File: config.mk
export PLATFORM = sky130hd
export DESIGN_NAME = uart_rx
export DESIGN_NICKNAME = d
export VERILOG_FILES = /design/src/rtl/uart_pkg.sv /design/src/rtl/uart_rx_fifo.sv /design/src/rtl/uart_rx.sv
export SDC_FILE = /design/constraint.sdc
export NUM_CORES = 1
export LEC_CHECK = 0
export ABC_AREA = 1
export BUFFER_PORTS_ARGS = -buffer_cell sky130_fd_sc_hd__buf_4
export CAP_MARGIN = 20
export CORE_UTILIZATION = 45
export DETAILED_ROUTE_END_ITERATION = 12
export GPL_TIMING_DRIVEN = 0
export PLACE_DENSITY = 0.61
export SLEW_MARGIN = 20
export SYNTH_ARGS = -nofsm -noshare
export SYNTH_HDL_FRONTEND = slang
export SYNTH_SLANG_ARGS = --single-unit
File: constraint.sdc
create_clock -name clk -period 3.2 [get_ports clk]
set_input_delay 0.32 -clock clk [delete_from_list [all_inputs] [get_ports clk]]
set_output_delay 0.32 -clock clk [all_outputs]
set_load 0.01 [all_outputs]
File: src/rtl/uart_pkg.sv
// Shared constants and types for the USART receive path.
package uart_pkg;

  typedef enum logic [2:0] {
    StIdle  = 3'd0,
    StStart = 3'd1,
    StData  = 3'd2,
    StBit9  = 3'd3,
    StStop  = 3'd4
  } rx_state_e;

  localparam int unsigned Oversample   = 16;
  localparam logic [3:0]  SampleFirst  = 4'd7;
  localparam logic [3:0]  SampleMid    = 4'd8;
  localparam logic [3:0]  SampleDecide = 4'd9;
  localparam logic [3:0]  SampleLast   = 4'(Oversample - 1);

  localparam int unsigned RxEntryW     = 10;
  localparam int unsigned EntryFerrPos = 9;
  localparam int unsigned EntryBit9Pos = 8;

  function automatic logic majority3(logic a, logic b, logic c);
    return (a & b) | (a & c) | (b & c);
  endfunction

  function automatic logic [RxEntryW-1:0] pack_entry(logic fe, logic b9, logic [7:0] data);
    logic [RxEntryW-1:0] e;
    e               = '0;
    e[7:0]          = data;
    e[EntryBit9Pos] = b9;
    e[EntryFerrPos] = fe;
    return e;
  endfunction

endpackage

File: src/rtl/uart_rx_fifo.sv
// RCREG receive FIFO; a write while full is accepted only when a pop happens in the same cycle.
module uart_rx_fifo
  import uart_pkg::*;
#(
  parameter int unsigned Width = RxEntryW,
  parameter int unsigned Depth = 2
) (
  input  logic             clk,
  input  logic             rst,
  input  logic             wr_en,
  input  logic [Width-1:0] wr_data,
  input  logic             rd_en,
  output logic             full,
  output logic             empty,
  output logic [Width-1:0] head
);

  localparam int unsigned PtrW = (Depth > 1) ? $clog2(Depth) : 1;
  localparam int unsigned CntW = $clog2(Depth + 1);

  logic [Width-1:0] mem_q [Depth];
  logic [PtrW-1:0]  wr_ptr_q, rd_ptr_q;
  logic [CntW-1:0]  cnt_q;
  logic             do_wr, do_rd;

  function automatic logic [PtrW-1:0] ptr_inc(logic [PtrW-1:0] p);
    return (p == PtrW'(Depth - 1)) ? '0 : p + 1'b1;
  endfunction

  always_comb begin
    full  = (cnt_q == CntW'(Depth));
    empty = (cnt_q == '0);
    do_rd = rd_en && !empty;
    do_wr = wr_en && (!full || do_rd);
    head  = empty ? '0 : mem_q[rd_ptr_q];
  end

  always_ff @(posedge clk) begin
    if (rst) begin
      for (int i = 0; i < int'(Depth); i++) mem_q[i] <= '0;
      wr_ptr_q <= '0;
      rd_ptr_q <= '0;
      cnt_q    <= '0;
    end else begin
      if (do_wr) begin
        mem_q[wr_ptr_q] <= wr_data;
        wr_ptr_q        <= ptr_inc(wr_ptr_q);
      end
      if (do_rd) rd_ptr_q <= ptr_inc(rd_ptr_q);
      unique case ({do_wr, do_rd})
        2'b10:   cnt_q <= cnt_q + 1'b1;
        2'b01:   cnt_q <= cnt_q - 1'b1;
        default: cnt_q <= cnt_q;
      endcase
    end
  end

endmodule

File: src/rtl/uart_rx.sv
// Asynchronous USART receiver with 16x oversampling and a 2-entry RCREG FIFO.
// Define UART_RX_MAJORITY_EN for 2-of-3 majority bit decisions.
module uart_rx
  import uart_pkg::*;
#(
  parameter int unsigned SYNC_STAGES = 2,
  parameter int unsigned FIFO_DEPTH  = 2
) (
  input  logic       clk,
  input  logic       rst,
  input  logic       UART_RXD,
  input  logic       rx_sample_en,
  input  logic       rx9,
  input  logic       cren,
  input  logic       aden,
  input  logic       rcreg_rd_en,
  output logic [7:0] rcreg_out,
  output logic       rx9d,
  output logic       ferr,
  output logic       oerr,
  output logic       rxif_set_en
);

  logic [SYNC_STAGES-1:0] sync_q;
  logic                   rxs;
  rx_state_e              state_q;
  logic [3:0]             cnt_q;
  logic [2:0]             bit_cnt_q;
  logic [8:0]             rsr_q;
  logic                   s8_q;
  logic                   bit_val;
  logic                   wr_q;
  logic [RxEntryW-1:0]    wr_entry_q;
  logic                   oerr_q;
  logic                   fifo_full, fifo_empty;
  logic [RxEntryW-1:0]    fifo_head;

`ifdef UART_RX_MAJORITY_EN
  logic s7_q;
  assign bit_val = majority3(s7_q, s8_q, rxs);
`else
  assign bit_val = s8_q;
`endif

  // Line idles high, so the synchronizer resets to 1 to avoid a false start.
  always_ff @(posedge clk) begin
    if (rst) begin
      sync_q <= '1;
    end else begin
      sync_q[0] <= UART_RXD;
      for (int i = 1; i < int'(SYNC_STAGES); i++) sync_q[i] <= sync_q[i-1];
    end
  end
  assign rxs = sync_q[SYNC_STAGES-1];

  wire decide = rx_sample_en && (cnt_q == SampleDecide);
  wire last   = rx_sample_en && (cnt_q == SampleLast);

  always_ff @(posedge clk) begin
    if (rst) begin
      state_q    <= StIdle;
      cnt_q      <= '0;
      bit_cnt_q  <= '0;
      rsr_q      <= '0;
      s8_q       <= 1'b1;
`ifdef UART_RX_MAJORITY_EN
      s7_q       <= 1'b1;
`endif
      wr_q       <= 1'b0;
      wr_entry_q <= '0;
    end else begin
      wr_q <= 1'b0;
      if (!cren) begin
        state_q <= StIdle;
        cnt_q   <= '0;
      end else begin
        if (rx_sample_en && (state_q != StIdle)) begin
          cnt_q <= cnt_q + 4'd1;
`ifdef UART_RX_MAJORITY_EN
          if (cnt_q == SampleFirst) s7_q <= rxs;
`endif
          if (cnt_q == SampleMid) s8_q <= rxs;
        end
        unique case (state_q)
          StIdle: begin
            if (!oerr_q && !rxs) begin
              state_q   <= StStart;
              cnt_q     <= '0;
              bit_cnt_q <= '0;
              rsr_q     <= '0;
            end
          end
          StStart: begin
            if (decide && bit_val) begin
              state_q <= StIdle;
              cnt_q   <= '0;
            end else if (last) begin
              state_q <= StData;
            end
          end
          StData: begin
            if (decide) rsr_q[7:0] <= {bit_val, rsr_q[7:1]};
            if (last) begin
              bit_cnt_q <= bit_cnt_q + 3'd1;
              if (bit_cnt_q == 3'd7) state_q <= rx9 ? StBit9 : StStop;
            end
          end
          StBit9: begin
            if (decide) rsr_q[8] <= bit_val;
            if (last) state_q <= StStop;
          end
          StStop: begin
            if (decide) begin
              state_q <= StIdle;
              cnt_q   <= '0;
              // Address-detect mode drops data frames (9th bit clear).
              if (!(rx9 && aden && !rsr_q[8])) begin
                wr_q       <= 1'b1;
                wr_entry_q <= pack_entry(!bit_val, rx9 && rsr_q[8], rsr_q[7:0]);
              end
            end
          end
          default: state_q <= StIdle;
        endcase
      end
    end
  end

  always_ff @(posedge clk) begin
    if (rst) begin
      oerr_q <= 1'b0;
    end else if (!cren) begin
      oerr_q <= 1'b0;
    end else if (wr_q && fifo_full && !rcreg_rd_en) begin
      oerr_q <= 1'b1;
    end
  end

  uart_rx_fifo #(
    .Width(RxEntryW),
    .Depth(FIFO_DEPTH)
  ) u_fifo (
    .clk    (clk),
    .rst    (rst),
    .wr_en  (wr_q),
    .wr_data(wr_entry_q),
    .rd_en  (rcreg_rd_en),
    .full   (fifo_full),
    .empty  (fifo_empty),
    .head   (fifo_head)
  );

  assign rcreg_out   = fifo_head[7:0];
  assign rx9d        = fifo_head[EntryBit9Pos];
  assign ferr        = fifo_head[EntryFerrPos];
  assign oerr        = oerr_q;
  assign rxif_set_en = !fifo_empty;

endmodule

# Yosys cells after proc, flatten, opt, wreduce, memory -nomap -nowiden
# Memories as Yosys holds them, arrays and structs flattened. A register that Yosys moved wholly into a read port is not among the register bits.
# Cells that the tools add are included.
[word_totals]
ff_bits = 38
rom_bits = 0
out_inout_bits = 12
elab_cells = 115
input_bits = 8
memories = 1
ram_bits = 20
latch_bits = 0
[mem_list]
columns = ["memory", "depth", "width", "rd", "rd_ports_with_merged_regs", "write_ports", "line", "source"]
rows = [
  ["u_fifo.mem_q", 2, 10, 1, 1, 2, "uart_rx_fifo.sv:21", "logic [Width-1:0] mem_q [Depth];"],
]
[op_classes]
magnitude_cmp = 0
n_mux = 37
eq_ne = 19
n_shift = 0
addsub = 6
n_reduce_logical = 35
n_div = 0
n_mul = 0
bitwise_logic = 4
[ops]
columns = ["operator", "count"]
rows = [
  ["3-bit 2-to-1 mux", 10],
  ["10-bit 2-to-1 mux", 2],
  ["4-bit 2-to-1 mux", 4],
  ["8-bit case mux with 2 select lines", 1],
  ["4-bit AND reduction", 4],
  ["3-bit case mux with 5 select lines", 1],
  ["2-bit != test, second input constant", 7],
  ["1-bit 2-to-1 mux", 13],
  ["4-bit == test, second input constant", 3],
  ["1-bit logical AND", 12],
  ["4-bit case mux with 3 select lines", 1],
  ["10-bit OR reduction", 1],
  ["9-bit 2-to-1 mux", 1],
  ["8-bit 2-to-1 mux", 1],
  ["1-bit zero test", 7],
  ["3-bit by 2-bit == test with 1-bit output, second input constant", 2],
  ["3-bit == test, second input constant", 2],
  ["3-bit case mux with 2 select lines", 1],
  ["6-bit AND reduction", 1],
  ["2-bit nonzero test", 3],
  ["4-bit by 1-bit adder with 4-bit output, second input constant", 1],
  ["2-bit == test, second input constant", 2],
  ["1-bit inverter", 4],
  ["2-bit case mux with 2 select lines", 1],
  ["other kinds (15)", 16],
]

# Depth between registers and ports, before layout
[logic_depth]
word_depth = 10
mapped_depth = 11
ltp_nobuf = 11

# Hierarchy
# From an unflattened synthesis, not the netlist that was laid out.
[unflattened]
cells_unflattened = 380
area_unflattened_um2 = 2939.1
[modules_own_cells]
columns = ["mod", "area_per_inst_um2", "seq_area_each_um2", "instances", "cells_per_inst"]
rows = [
  ["uart_rx", 1788.0, 680.7, 1, 255],
  ["uart_rx_fifo", 1151.1, 700.7, 1, 125],
]

# Worst setup path before layout
# OpenSTA, ideal clock, no wires.
[synth_path]
path_type = "in2reg"
startpoint = "input port rst"
endpoint = "memory u_fifo.mem_q[1][0] in the netlist's numbering, enable pin"
setup_ps = 316
cell_stages = 5
n_path_buf = 2
required_time_ps = 2884
slack_ps = 1668
arrival_time_ps = 1216
path_cell_list = "clkbuf_2 -> clkinv_1 -> nand4_1 -> buf_2 -> nand2_1"
[synth_rtl]
columns = ["element", "line", "source"]
rows = [
  ["start: declaration", "uart_rx.sv:10", "input logic rst,"],
  ["end: declaration", "uart_rx_fifo.sv:21", ""],
]

# Final worst setup path
[layout_path]
startpoint = "register u_fifo.cnt_q[0]"
endpoint = "output port rcreg_out[4]"
[layout_via]
elab_chain_cells = 2
[layout_lines]
columns = ["element", "line", "source"]
rows = [
  ["start: declaration", "uart_rx_fifo.sv:23", "logic [CntW-1:0] cnt_q;"],
  ["start signal: assignment", "uart_rx_fifo.sv:51", "2'b10: cnt_q <= cnt_q + 1'b1;"],
  ["start signal: assignment", "uart_rx_fifo.sv:52", "2'b01: cnt_q <= cnt_q - 1'b1;"],
  ["start signal: assignment", "uart_rx_fifo.sv:53", "default: cnt_q <= cnt_q;"],
  ["2-bit zero test", "uart_rx_fifo.sv:32", "empty = (cnt_q == '0);"],
  ["10-bit 2-to-1 mux", "uart_rx_fifo.sv:35", "head = empty ? '0 : mem_q[rd_ptr_q];"],
  ["end: declaration", "uart_rx.sv:17", "output logic [7:0] rcreg_out,"],
]
# Every way passes these cells.

==> impl_metrics.tcl <==
set metrics [dict create \
    cts_setup_buffers 0 \
    rr_worst_depth 7 \
    portBuffers 18 \
    numPlacedInstances 436 \
    critical_path_arrival_ps 1470 \
    dpl.hpwl_um 3562 \
    status "finished clean" \
    cts-root-buf "clkbuf_8" \
    start_util 0.4802 \
    grt.total_usage 0.1726 \
    synth_top_family_by_area "simple AND/OR/NAND/NOR gates" \
    synth_xor_area_frac 0.009700 \
    crit_path_max_fanout 10 \
    crit_path_end "rcreg_out[4]" \
    fin_crit_ps 1790 \
    worstHoldPathType "primary input to flip-flop" \
    die-area_um2 6334 \
    rrSetupSlack_ps 1480 \
    grt_max_degree 12 \
    die_w_um 79.59 \
    startpoint "u_fifo.cnt_q[0]" \
    cp-end-kind "output pin" \
    synth_ff_type "dfxtp_1" \
    grt_pass1_wl_um 8424 \
    dr.pass1.iters 4 \
    rsz0062_at_grt "false" \
    cts_tree "built" \
    diodes 0 \
    n_fill_cell 548 \
    synthDistinctLibCells 30 \
    synthTopCellsByArea "dfxtp_1, edfxtp_1, nor2_1" \
    r2r_start "u_fifo.cnt_q[0]" \
    reg2reg_to "u_fifo.mem_q[0][0]" \
    cts_sinks 59 \
    cts_resized 0 \
    final_cell_count_no_fill 452 \
    synth_simple_gate_area_frac 0.2550 \
    clockBufferDepth 2 \
    synth_common_cells "nor2_1, nand2_1, dfxtp_1" \
    syn2layout_area_growth_pct 16.95 \
    drv_cap 0 \
    std_cell_rows 27 \
    grt-ovfl-total 0 \
    synthMuxAreaShare 0 \
    dp_slack_ps 1297 \
    slowest_stage "clkbuf_1" \
    design_area_um2 3168 \
    synth_edf_count 20 \
    drv_slew 0 \
    period_share 0.5594 \
    relSlewSlack 0.7061 \
    whs_path_depth 2 \
    critPathKind "flip-flop to output pin" \
    synth_warnings 0 \
    fin_tns_setup_ps 0 \
    syn_area_um2 2709 \
    dieHeight_um 79.59 \
    drtIter0Drc 72 \
    required_ps 2880 \
    netlist.top_cell.by_area "dfxtp_1" \
    synth_cells 346 \
    syn_avg_cell_area_um2 7.829 \
    grt_pass1_vias 1920 \
    clkTransAtPathRegs_ps 60 \
    coreArea_um2 5642 \
    cp_cell_sequence "nor2_1 -> clkbuf_1 -> a21oi_1 -> buf_4" \
    skew_ps 8.803 \
    hold_viol_final 0 \
    p_per_area_nw_per_um2 578.3 \
    detailed_place.area_um2 2934 \
    synth_most_common_cell "nor2_1" \
    synth_fa_ha_area_frac 0.02771 \
    wl_um 4813 \
    cp-start-kind "flip-flop" \
    power_leakage_nw 1.290 \
    cpPeakStageDelay_ps 360 \
    synth_compound_area_frac 0.1164 \
    routedWlPerCell_um 10.65 \
    cp.depth 4 \
    grt_antenna_before_repair 0 \
    vias 2143 \
    worst_pin_slew_ps 439.8 \
    synth_top_area_share 0.2882 \
    holdBufCountCts 0 \
    cts_max_level 3 \
    gp_congestion 0.8833 \
    setup_violations 0 \
    ioPinCount 20 \
    insertion_delay_ps 320 \
    drc 0 \
    ir_drop_mv 0.3025 \
    crit_family "buffers and inverters" \
    total_power_mw 1.832 \
    numCtsBuffers 9 \
    fin_nets 389 \
    via_per_inst 4.741 \
    crit_buf_inv 2 \
    fin_ws_ps 1410 \
    ys_async_sr_fraction 0 \
    fmax_ghz 0.5586 \
    yosysSeqAreaShare 0.5099 \
    synth.ff_latch_count 59 \
    drive_gt1_frac 0.1368 \
    syn-num-nets 360 \
    ant_nets 0 \
]
-- per-layer routing --
layer / part of all wire / GRT usage / routed length [um]
met1: 0.48 / 0.2014 / 2328
met2: 0.46 / 0.2897 / 2235
met3: 0.030 / 0.04229 / 145
met4: 0.021 / 0.09273 / 103
met5: 0 / 0 / 0
-- worst register-to-register path: stages (launching register included) --
cell and delay, ps:
dfxtp_1 400, inv_1 70, nand3_1 80, nand2_1 90, nor2_1 90, nand2_1 80, buf_2 200, nand2_1 360
-- sequential cells by signal, indices dropped and copies added, names as in the netlist, named ones only --
| signal | count |
|---|---|
| bit_cnt_q | 3 |
| bit_val | 1 |
| cnt_q | 4 |
| oerr | 1 |
| rsr_q | 9 |
| state_q | 3 |
| sync_q | 2 |
| u_fifo.cnt_q | 2 |
| u_fifo.mem_q | 20 |
| u_fifo.rd_ptr_q | 1 |
| u_fifo.wr_ptr_q | 1 |
| wr_entry_q | 10 |
| wr_q | 1 |
-- worst min-delay path by stage --
stage / startpoint / to / slack (ps)
2_1_floorplan: sync_q[0] / sync_q[1] / 390
3_3_place_gp: sync_q[0] / sync_q[1] / 390
3_5_place_dp: sync_q[0] / sync_q[1] / 400
4_1_cts: UART_RXD / sync_q[0] / 160
5_1_grt: UART_RXD / sync_q[0] / 180
6_report: UART_RXD / sync_q[0] / 180
-- logic make-up after synthesis --
group / Yosys count
AND/OR/NAND/NOR: 164
adder cells (fa/ha/maj): 6
buffers and inverters: 53
AO/OA/AOI/OAI: 61
XOR/XNOR: 3
flip-flops: 59
-- power breakdown --
| group | leakage, nW | internal [mW] | switching, mW |
|---|---|---|---|
| clock network | 0.115 | 0.517 | 0.280 |
| registers | 0.513 | 0.806 | 0.0246 |
| logic | 0.662 | 0.0734 | 0.132 |
| total | 1.29 | 1.40 | 0.436 |
-- metrics by stage --
stage,hold WS [ps],util
floorplan,389.5,-
global placement,392.4,0.5201
detailed placement,396.5,0.5201
CTS,159.5,0.5615
global route,176.1,0.5615
finish,180.4,0.5615
-- layout make-up --
cell class,count,area (um^2),area share
multi-input combinational,234,1107,0.3495
clock buffer,11,131.4,0.04147
inverter,43,166.4,0.05253
tap,72,90.09,0.02844
sequential,59,1381,0.4360
buffer,10,53.80,0.01698
timing repair buffer,18,135.1,0.04265
clock inverter,5,102.6,0.03239
-- cell usage in the layout, fill, tap and decap left out, types with 2 or more instances in the layout --
| cell | n |
|---|---|
| inv_1 | 38 |
| clkbuf_1 | 6 |
| nand2_1 | 58 |
| nand2_2 | 2 |
| nor2_4 | 2 |
| inv_4 | 2 |
| nor2_2 | 3 |
| nor2_1 | 73 |
| bufinv_16 | 3 |
| nand4_1 | 4 |
| edfxtp_1 | 20 |
| buf_2 | 3 |
| ha_1 | 6 |
| a21oi_1 | 30 |
| o21ai_0 | 18 |
| or2_2 | 2 |
| xor2_1 | 3 |
| buf_4 | 19 |
| dfxtp_1 | 39 |
| clkbuf_8 | 9 |
| clkinv_1 | 3 |
| o21ai_1 | 10 |
| nand3_1 | 17 |
(Power assumes the default switching activity.)
